===== src/rtl/instruction_fetch.sv =====
// Fetch stage: keeps the fetch PC, reads instruction memory over a req/ack handshake, and
// fills the fetch/decode register. Optional perf counters are enabled with FETCH_PERF_CNT_EN.
module instruction_fetch #(
  parameter logic [31:0] RESET_PC  = 32'h0000_0000,
  parameter logic [31:0] NOP_INSTR = 32'h0000_0013
) (
  input  logic        clk,
  input  logic        rst,
  input  logic        stall,
  input  logic        redirect,
  input  logic [31:0] redirect_pc,
  output logic        imem_req,
  output logic [31:0] imem_addr,
  input  logic        imem_ack,
  input  logic [31:0] imem_rdata,
  output logic [31:0] instruction,
  output logic [31:0] cnt_val,
  output logic [31:0] cnt_val_pl4,
  output logic        instr_valid
`ifdef FETCH_PERF_CNT_EN
  ,
  output logic [31:0] fetch_count,
  output logic [31:0] stall_count
`endif
);

  // state | meaning
  // IDLE  | one cycle after reset
  // REQ   | request to fetch_pc outstanding
  // HOLD  | returned word parked while decode stalls
  // DRAIN | discarding data of a request killed by redirect
  localparam logic [1:0] S_IDLE  = 2'd0;
  localparam logic [1:0] S_REQ   = 2'd1;
  localparam logic [1:0] S_HOLD  = 2'd2;
  localparam logic [1:0] S_DRAIN = 2'd3;

  logic [1:0]  state_q, state_d;
  logic [31:0] fetch_pc_q, fetch_pc_d;
  logic [31:0] drain_addr_q, drain_addr_d;
  logic [31:0] instruction_q, instruction_d;
  logic [31:0] cnt_val_q, cnt_val_d;
  logic [31:0] cnt_val_pl4_q, cnt_val_pl4_d;
  logic        instr_valid_q, instr_valid_d;
  logic [31:0] hold_instr_q, hold_instr_d;
  logic [31:0] hold_pc_q, hold_pc_d;
  logic [31:0] hold_pc4_q, hold_pc4_d;
  logic        hold_valid_q, hold_valid_d;
  logic        deliver;
  logic [31:0] redirect_tgt;
  logic        unused_redirect_lsb;

  assign redirect_tgt        = {redirect_pc[31:2], 2'b00};
  assign unused_redirect_lsb = ^redirect_pc[1:0];

  assign imem_req    = (state_q == S_REQ) || (state_q == S_DRAIN);
  assign imem_addr   = (state_q == S_REQ)   ? fetch_pc_q :
                       (state_q == S_DRAIN) ? drain_addr_q : 32'h0;
  assign instruction = instruction_q;
  assign cnt_val     = cnt_val_q;
  assign cnt_val_pl4 = cnt_val_pl4_q;
  assign instr_valid = instr_valid_q;

  always_comb begin
    state_d       = state_q;
    fetch_pc_d    = fetch_pc_q;
    drain_addr_d  = drain_addr_q;
    instruction_d = instruction_q;
    cnt_val_d     = cnt_val_q;
    cnt_val_pl4_d = cnt_val_pl4_q;
    instr_valid_d = instr_valid_q;
    hold_instr_d  = hold_instr_q;
    hold_pc_d     = hold_pc_q;
    hold_pc4_d    = hold_pc4_q;
    hold_valid_d  = hold_valid_q;
    deliver       = 1'b0;

    if (redirect) begin
      instr_valid_d = 1'b0;
      instruction_d = NOP_INSTR;
      hold_valid_d  = 1'b0;
      fetch_pc_d    = redirect_tgt;
      case (state_q)
        S_REQ: begin
          if (imem_ack) begin
            state_d = S_REQ;
          end else begin
            state_d      = S_DRAIN;
            drain_addr_d = fetch_pc_q;
          end
        end
        S_DRAIN: state_d = imem_ack ? S_REQ : S_DRAIN;
        default: state_d = S_REQ;
      endcase
    end else begin
      // Bubble only when decode can take it; under stall every output bit holds.
      if (!stall) begin
        instr_valid_d = 1'b0;
        instruction_d = NOP_INSTR;
      end
      case (state_q)
        S_IDLE: state_d = S_REQ;
        S_REQ: begin
          if (imem_ack) begin
            fetch_pc_d = fetch_pc_q + 32'd4;
            if (!instr_valid_q || !stall) begin
              deliver       = 1'b1;
              instruction_d = imem_rdata;
              cnt_val_d     = fetch_pc_q;
              cnt_val_pl4_d = fetch_pc_q + 32'd4;
              instr_valid_d = 1'b1;
            end else begin
              hold_instr_d = imem_rdata;
              hold_pc_d    = fetch_pc_q;
              hold_pc4_d   = fetch_pc_q + 32'd4;
              hold_valid_d = 1'b1;
              state_d      = S_HOLD;
            end
          end
        end
        S_HOLD: begin
          if (!stall && hold_valid_q) begin
            deliver       = 1'b1;
            instruction_d = hold_instr_q;
            cnt_val_d     = hold_pc_q;
            cnt_val_pl4_d = hold_pc4_q;
            instr_valid_d = 1'b1;
            hold_valid_d  = 1'b0;
            state_d       = S_REQ;
          end
        end
        S_DRAIN: begin
          if (imem_ack) state_d = S_REQ;
        end
        default: state_d = S_IDLE;
      endcase
    end
  end

  always_ff @(posedge clk) begin
    if (rst) begin
      state_q       <= S_IDLE;
      fetch_pc_q    <= RESET_PC;
      drain_addr_q  <= 32'h0;
      instruction_q <= NOP_INSTR;
      cnt_val_q     <= 32'h0;
      cnt_val_pl4_q <= 32'h0;
      instr_valid_q <= 1'b0;
      hold_instr_q  <= NOP_INSTR;
      hold_pc_q     <= 32'h0;
      hold_pc4_q    <= 32'h0;
      hold_valid_q  <= 1'b0;
    end else begin
      state_q       <= state_d;
      fetch_pc_q    <= fetch_pc_d;
      drain_addr_q  <= drain_addr_d;
      instruction_q <= instruction_d;
      cnt_val_q     <= cnt_val_d;
      cnt_val_pl4_q <= cnt_val_pl4_d;
      instr_valid_q <= instr_valid_d;
      hold_instr_q  <= hold_instr_d;
      hold_pc_q     <= hold_pc_d;
      hold_pc4_q    <= hold_pc4_d;
      hold_valid_q  <= hold_valid_d;
    end
  end

`ifdef FETCH_PERF_CNT_EN
  logic [31:0] fetch_count_q, fetch_count_d;
  logic [31:0] stall_count_q, stall_count_d;

  always_comb begin
    fetch_count_d = fetch_count_q + {31'h0, deliver};
    stall_count_d = stall_count_q + {31'h0, stall && instr_valid_q};
  end

  always_ff @(posedge clk) begin
    if (rst) begin
      fetch_count_q <= 32'h0;
      stall_count_q <= 32'h0;
    end else begin
      fetch_count_q <= fetch_count_d;
      stall_count_q <= stall_count_d;
    end
  end

  assign fetch_count = fetch_count_q;
  assign stall_count = stall_count_q;
`else
  logic unused_deliver;
  assign unused_deliver = deliver;
`endif

endmodule


===== config.mk =====
export PLATFORM = sky130hd
export DESIGN_NAME = instruction_fetch
export DESIGN_NICKNAME = d
export VERILOG_FILES = /design/src/rtl/instruction_fetch.sv
export SDC_FILE = /design/constraint.sdc
export NUM_CORES = 1
export LEC_CHECK = 0
export CAP_MARGIN = 20
export CELL_PAD_IN_SITES_DETAIL_PLACEMENT = 0
export CELL_PAD_IN_SITES_GLOBAL_PLACEMENT = 1
export CORE_ASPECT_RATIO = 0.75
export CORE_MARGIN = 2
export CORE_UTILIZATION = 40
export DETAILED_ROUTE_END_ITERATION = 16
export GPL_TIMING_DRIVEN = 1
export PLACE_DENSITY = 0.92
export SLEW_MARGIN = 30
export SYNTH_ARGS = -nofsm -noshare
export SYNTH_HDL_FRONTEND = slang
export SYNTH_SLANG_ARGS = --single-unit

===== constraint.sdc =====
create_clock -name clk -period 4.88 [get_ports clk]
set_input_delay 0.976 -clock clk [delete_from_list [all_inputs] [get_ports clk]]
set_output_delay 0.976 -clock clk [all_outputs]
set_load 0.01 [all_outputs]

; ---- Yosys cells after proc, flatten, opt, wreduce, memory -nomap -nowiden
; Cells that the tools add are included.
[word_totals]
register_bits = 260
latch_bits = 0
mem_bits_rw = 0
rom_bits = 0
in_bits = 69
out_inout_bits = 130
wordCells = 80
n_memories = 0
[classes]
addsub = 1
n_mul = 0
div_mod_pow = 0
n_lt_le_gt_ge = 0
eq_ne = 11
n_shift = 0
n_mux = 35
bitwise = 3
reduce_logical = 18
[op_table]
columns = op, count
row1 = $mux W32, 15
row2 = $pmux W32 S2, 3
row3 = $add A32 B3 Y32 const B, 1
row4 = $mux W2, 7
row5 = $ne A3 B3 Y1 const B, 4
row6 = $reduce_and A4 Y1, 3
row7 = $pmux W2 S4, 1
row8 = $mux W1, 7
row9 = $ne A2 B2 Y1 const B, 3
row10 = $reduce_bool A2 Y1, 3
row11 = $reduce_and A5 Y1, 1
row12 = $eq A2 B2 Y1 const B, 2
row13 = $pmux W1 S2, 2
row14 = $reduce_and A2 Y1, 2
row15 = $reduce_or A2 Y1, 2
row16 = $not A1 Y1, 3
row17 = $reduce_and A3 Y1, 1
row18 = $eq A2 B1 Y1 const B, 1
row19 = $logic_not A1 Y1, 2
row20 = $logic_not A2 Y1, 1
row21 = $logic_or A1 B1 Y1, 2
row22 = $ne A2 B1 Y1 const B, 1
row23 = $logic_and A1 B1 Y1, 1

; ---- Longest topological paths before layout
[depth]
word_depth = 6
mapped_depth = 10

; ---- Worst setup path before layout
; OpenSTA, ideal clock, no wires.
[synth_timing]
path_type = reg2out
start = register state_q[0]
end = output imem_addr[24]
t_arrival_ns = 1.465
t_required_ns = 3.904
path_slack_ns = 2.439
path_stages_with_launch = 7
n_path_buf = 3
path_cell_list = dfxtp_1 ha_1 buf_2 clkbuf_1 clkbuf_1 nand2_1 o21ai_0
[synth_between]
elab_chain_cells = 3
elab_cells_between_ends = 4
cone_classes = eq/ne (2) / mux (2)
[synth_lines]
columns = item, line
row1 = "start, declared", 37  ; logic [1:0] state_q, state_d;
row2 = "start signal, assigned", 153  ; state_q <= state_d;
row3 = $eq A2 B2 Y1, 57  ; (state_q == S_DRAIN) ? drain_addr_q : 32'h0;
row4 = $mux W32, 57
row5 = $mux W32 (*), 56  ; assign imem_addr = (state_q == S_REQ) ? fetch_pc_q :
row6 = "end, declared", 13  ; output logic [31:0] imem_addr,
; Mark *: on every way between the ends. The rest lies on a longest branch, timed or not.

; ---- Worst setup path after layout
[layout_timing]
start = register state_q[0]
end = output imem_addr[25]
; Same word-level chain as after synthesis.

==> impl_summary.md <==
Global route
The global routing usage on met1 is 32.0%. The initial antenna violation count was 0. The met3 capacity usage during global routing is 3.43%. The overall track demand over capacity in global routing is about 22%. After global routing the overflow that remains totals 0. The largest net degree at the start of global routing is ~120. The number of global-route vias before repair came to roughly 10000. For this run, global-route usage on met2 was measured as around a third. The layer flagged by global routing as most heavily used is met2. The wire length of the first global-routing pass is between 50 and 60 mm.

Yosys
The predominant post-synthesis flop cell is dfxtp_1. The proportion of synthesized chip area in sequential cells is between 40% and 50%. The synthesized netlist contains 65 unique library cells. The synthesized netlist occupies a cell area of ~11000 um2. Synthesis inferred 248 register bits.

After synthesis, the share of flip-flops with an asynchronous set or reset is 0%. Yosys mapped a number of flops with a built-in enable equal to 0. The synthesized area per cell is roughly 8.0 um2. The count of warnings emitted by yosys is 0. The cell count after synthesis came out at ~1400.

CTS
The buffer depth of the longest clock path is 3. The later pin in the worst-skew pair is clocked with a latency of between 0.5 and 0.6 ns. The number of resized instances in the post-cts repair step is 0. TritonCTS built the clock tree. The clock sink count is between 200 and 250.

Clock tree synthesis selected as its root buffer the cell clkbuf_16. In this run the post-CTS setup repair buffer count came out at 0. The deepest level of the CTS H-tree is 1.

The total clock buffers created by CTS is 27. The post-CTS clock slew at the launch and capture registers of the worst setup and hold paths is around 0.06 ns. The number of hold buffers added after CTS was 0.

Worst setup path
The slowest stage of the critical path belongs to the cell ha_2. The nature of the critical path endpoint is an output port. The kind of cell with the highest combined delay along the critical path is buffers and inverters. The required time at the worst-slack endpoint is 3.90 ns. The critical path data arrival time is 2.88 ns. The maximum fanout along the worst path is 42. The signal on the critical path passes through ha_2, buf_4, nand2_1, o21ai_0, clkdlybuf4s50_1. STA classifies the critical path startpoint as a flip-flop.

The largest single stage delay on the critical path is 0.63 ns. By startpoint and endpoint, the worst setup path is classified as flip-flop to output port. The combined buffer and inverter count along the critical path is 2.

Timing
The total negative slack is 0 ns. The final count of negative-setup-slack endpoints is 0. The relative slew slack is 43.0%. Derived from the worst setup path, the maximum achievable clock frequency is roughly 260 MHz.

For the pin with the worst max-slew slack, the measured transition is between 0.8 and 0.9 ns. The final number of hold-violating endpoints is 0. The number of slew-limit violations in the final report is 0. Setup slack on the critical path of the routed design comes to about 1 ns. The worst-case clock skew is between 0.02 and 0.025 ns. Setup repair after global routing left no endpoint under its margin.

The time the worst path needs with I/O delays and setup is approximately 3.9 ns. The final critical-path share of the clock period is 79.1%.

Routing
After detailed routing, the number of remaining DRC violations is 0. The DRC violation total after the first TritonRoute iteration is between 1000 and 1500. The first TritonRoute pass finished after 5 iterations.

The average wire length per cell after detail routing is approximately 18 um. Once detail routing completed, the nets flagged for antenna violations numbered 0. The total via count in the routed design is approximately 10000. The total routed wirelength is 34.3 mm.

The ratio of routed vias to standard cells is 5.47.

Placement
After detailed placement, the design holds a cell count of around 1900. The wire-length estimate of the detail-placed layout is approximately 22 mm. The worst slack after detailed placement is around 1.4 ns.

The weighted congestion reported at the end of routability-driven placement is 0.842. The standard cell area after detailed placement is between 10000 and 15000 um2. The quantity of I/O buffers inserted on ports is 190.

Die
The floorplan has 53 rows. The die outline height is 150 um. The starting utilization of the core area is roughly 40%. The floorplan step defined a core boundary enclosing roughly 28000 um2. The die extent in x is between 150 and 200 um. slightly below 200 I/O pins were placed. The die covers between 20000 and 30000 um2.

Power and ir drop
The share of power burned in the clock network is about 41%. Summed over all nets, the switching power comes to 1.30 mW. Dividing total power by cell area gives a power density of 342 nW/um2. Sequential cells burn between 40% and 50% of the power. Net switching is 27.0% of the power. The power share of the combinational group is roughly 14%. The worst-case IR drop observed on VDD is roughly 0.25 mV. The static leakage is between 4 and 5 nW. The internal power contribution is ~3.5 mW. The total chip power is slightly below 5 mW.

Layout
The filler cells instantiated in the layout total between 2000 and 3000. For this run, the number of standard cells in the final layout without fillers is approximately 1900. After routing the design area is 14100 um2. The share of cells above drive strength 1 is approximately 6.4%. The antenna diode count is 0. Relative to the synthesized area, the layout overhead comes to 24.7%. At the end of the flow, the number of nets in the layout was 1585.

Min path
The path class of the tightest hold or removal check is flip-flop to flip-flop.

Job
Across the run, the number of max-cap violations was 0.

Outcome
The run finished with clean final reports.
cell type report:
class,instances,area (um2),share of cell area [%]
Multi-Input combinational cell,1014,5720,40.4
Sequential cell,248,4960,35.1
Timing Repair Buffer,210,2080,14.7
Clock buffer,36,759,5.37
Tap cell,385,482,3.40
Clock inverter,13,96.3,0.681
Inverter,11,41.3,0.292
tightest hold or removal path, stage by stage, from the launching register on:
cell     delay [ns]
dfxtp_1        0.30
nand2_1        0.05
a21oi_1        0.05
synth_stat cells (6+ instances only):
master / number / area (um2)
inv_1: 10 / 37.5
nor2_1: 120 / 450
dfxtp_1: 248 / 4960
nand3_1: 24 / 120
nand2_1: 308 / 1160
a211oi_1: 59 / 443
a2bb2oi_1: 29 / 254
o22ai_1: 7 / 43.8
buf_2: 23 / 115
a22oi_1: 35 / 263
xor2_1: 23 / 201
nand4_1: 19 / 119
buf_4: 22 / 165
clkbuf_1: 97 / 364
xnor2_1: 29 / 254
o221ai_1: 7 / 61.3
mux2i_1: 32 / 320
a21oi_1: 132 / 661
o21ai_0: 62 / 310
a2111oi_0: 6 / 52.6
nor4_1: 10 / 62.6
nor3_1: 23 / 115
cell families (layout without fill, tap and decap cells):
logic type,after synthesis,count (layout),synth area share [%]
buf+inv,159,270,6.32
compound gates,373,373,21.1
simple gates,547,547,21.5
mux,32,32,2.82
flops,248,248,43.7
xor+xnor,52,52,4.01
other cells,1,6,0.0330
fa+ha+maj,4,4,0.441
path summary, 6_finish.rpt:
check                     from             to  slack (ns)  depth (start not counted)
hold / removal    hold_pc_q[9]   hold_pc_q[9]        0.45                          2
setup / recovery    state_q[0]  imem_addr[25]        1.02                          5
setup reg to reg    state_q[0]    cnt_val[12]        1.82                          7
hold reg to reg   hold_pc_q[9]   hold_pc_q[9]        0.45                          2
registers in the layout (all words and copies together), names as in the netlist:
register      cells
cnt_val_pl4      30
drain_addr_q     30
fetch_pc_q       30
hold_valid_q      1
instruction      32
instr_valid       1
cnt_val          30
hold_pc4_q       30
state_q           2
hold_pc_q        30
hold_instr_q     32
per-layer routing:
| metal | vias to the layer above | routed length [um] |
|---|---|---|
| met3 | 53 | 2020 |
| met4 | 0 | 697 |
| li1 | 5094 | - |
| met5 | - | 0 |
| met2 | 319 | 15500 |
| met1 | 5011 | 16100 |
cells in the final DEF, fill, tap and decap left out, types with 6 or more instances in the layout:
| cell | count |
|---|---|
| a2111oi_0 | 6 |
| a211oi_1 | 59 |
| a21oi_1 | 131 |
| a22oi_1 | 35 |
| a2bb2oi_1 | 29 |
| buf_4 | 17 |
| clkbuf_16 | 27 |
| clkdlybuf4s50_1 | 189 |
| clkinv_2 | 10 |
| conb_1 | 6 |
| dfxtp_1 | 248 |
| inv_1 | 10 |
| mux2i_1 | 32 |
| nand2_1 | 308 |
| nand3_1 | 24 |
| nand4_1 | 19 |
| nor2_1 | 120 |
| nor3_1 | 22 |
| nor4_1 | 10 |
| o21ai_0 | 62 |
| o221ai_1 | 7 |
| o22ai_1 | 7 |
| xnor2_1 | 29 |
| xor2_1 | 23 |
power by group through the flow:
stage	registers [mW]	logic [mW]	clock network, mW
3_5_place_dp	2.22	0.668	0
5_1_grt	2.18	0.725	2.11
3_3_place_gp	2.22	0.661	0
6_report	2.17	0.671	1.99
4_1_cts	2.17	0.672	2.02
2_1_floorplan	2.18	0.419	0
metrics by stage:
step	hold WS, ns	utilization, %
finish	0.452	50.6
global placement	0.441	47.4
global route	0.466	50.6
floorplan	0.435	-
CTS	0.454	50.5
detailed placement	0.446	47.5
Power figures use the tool's default switching activity.
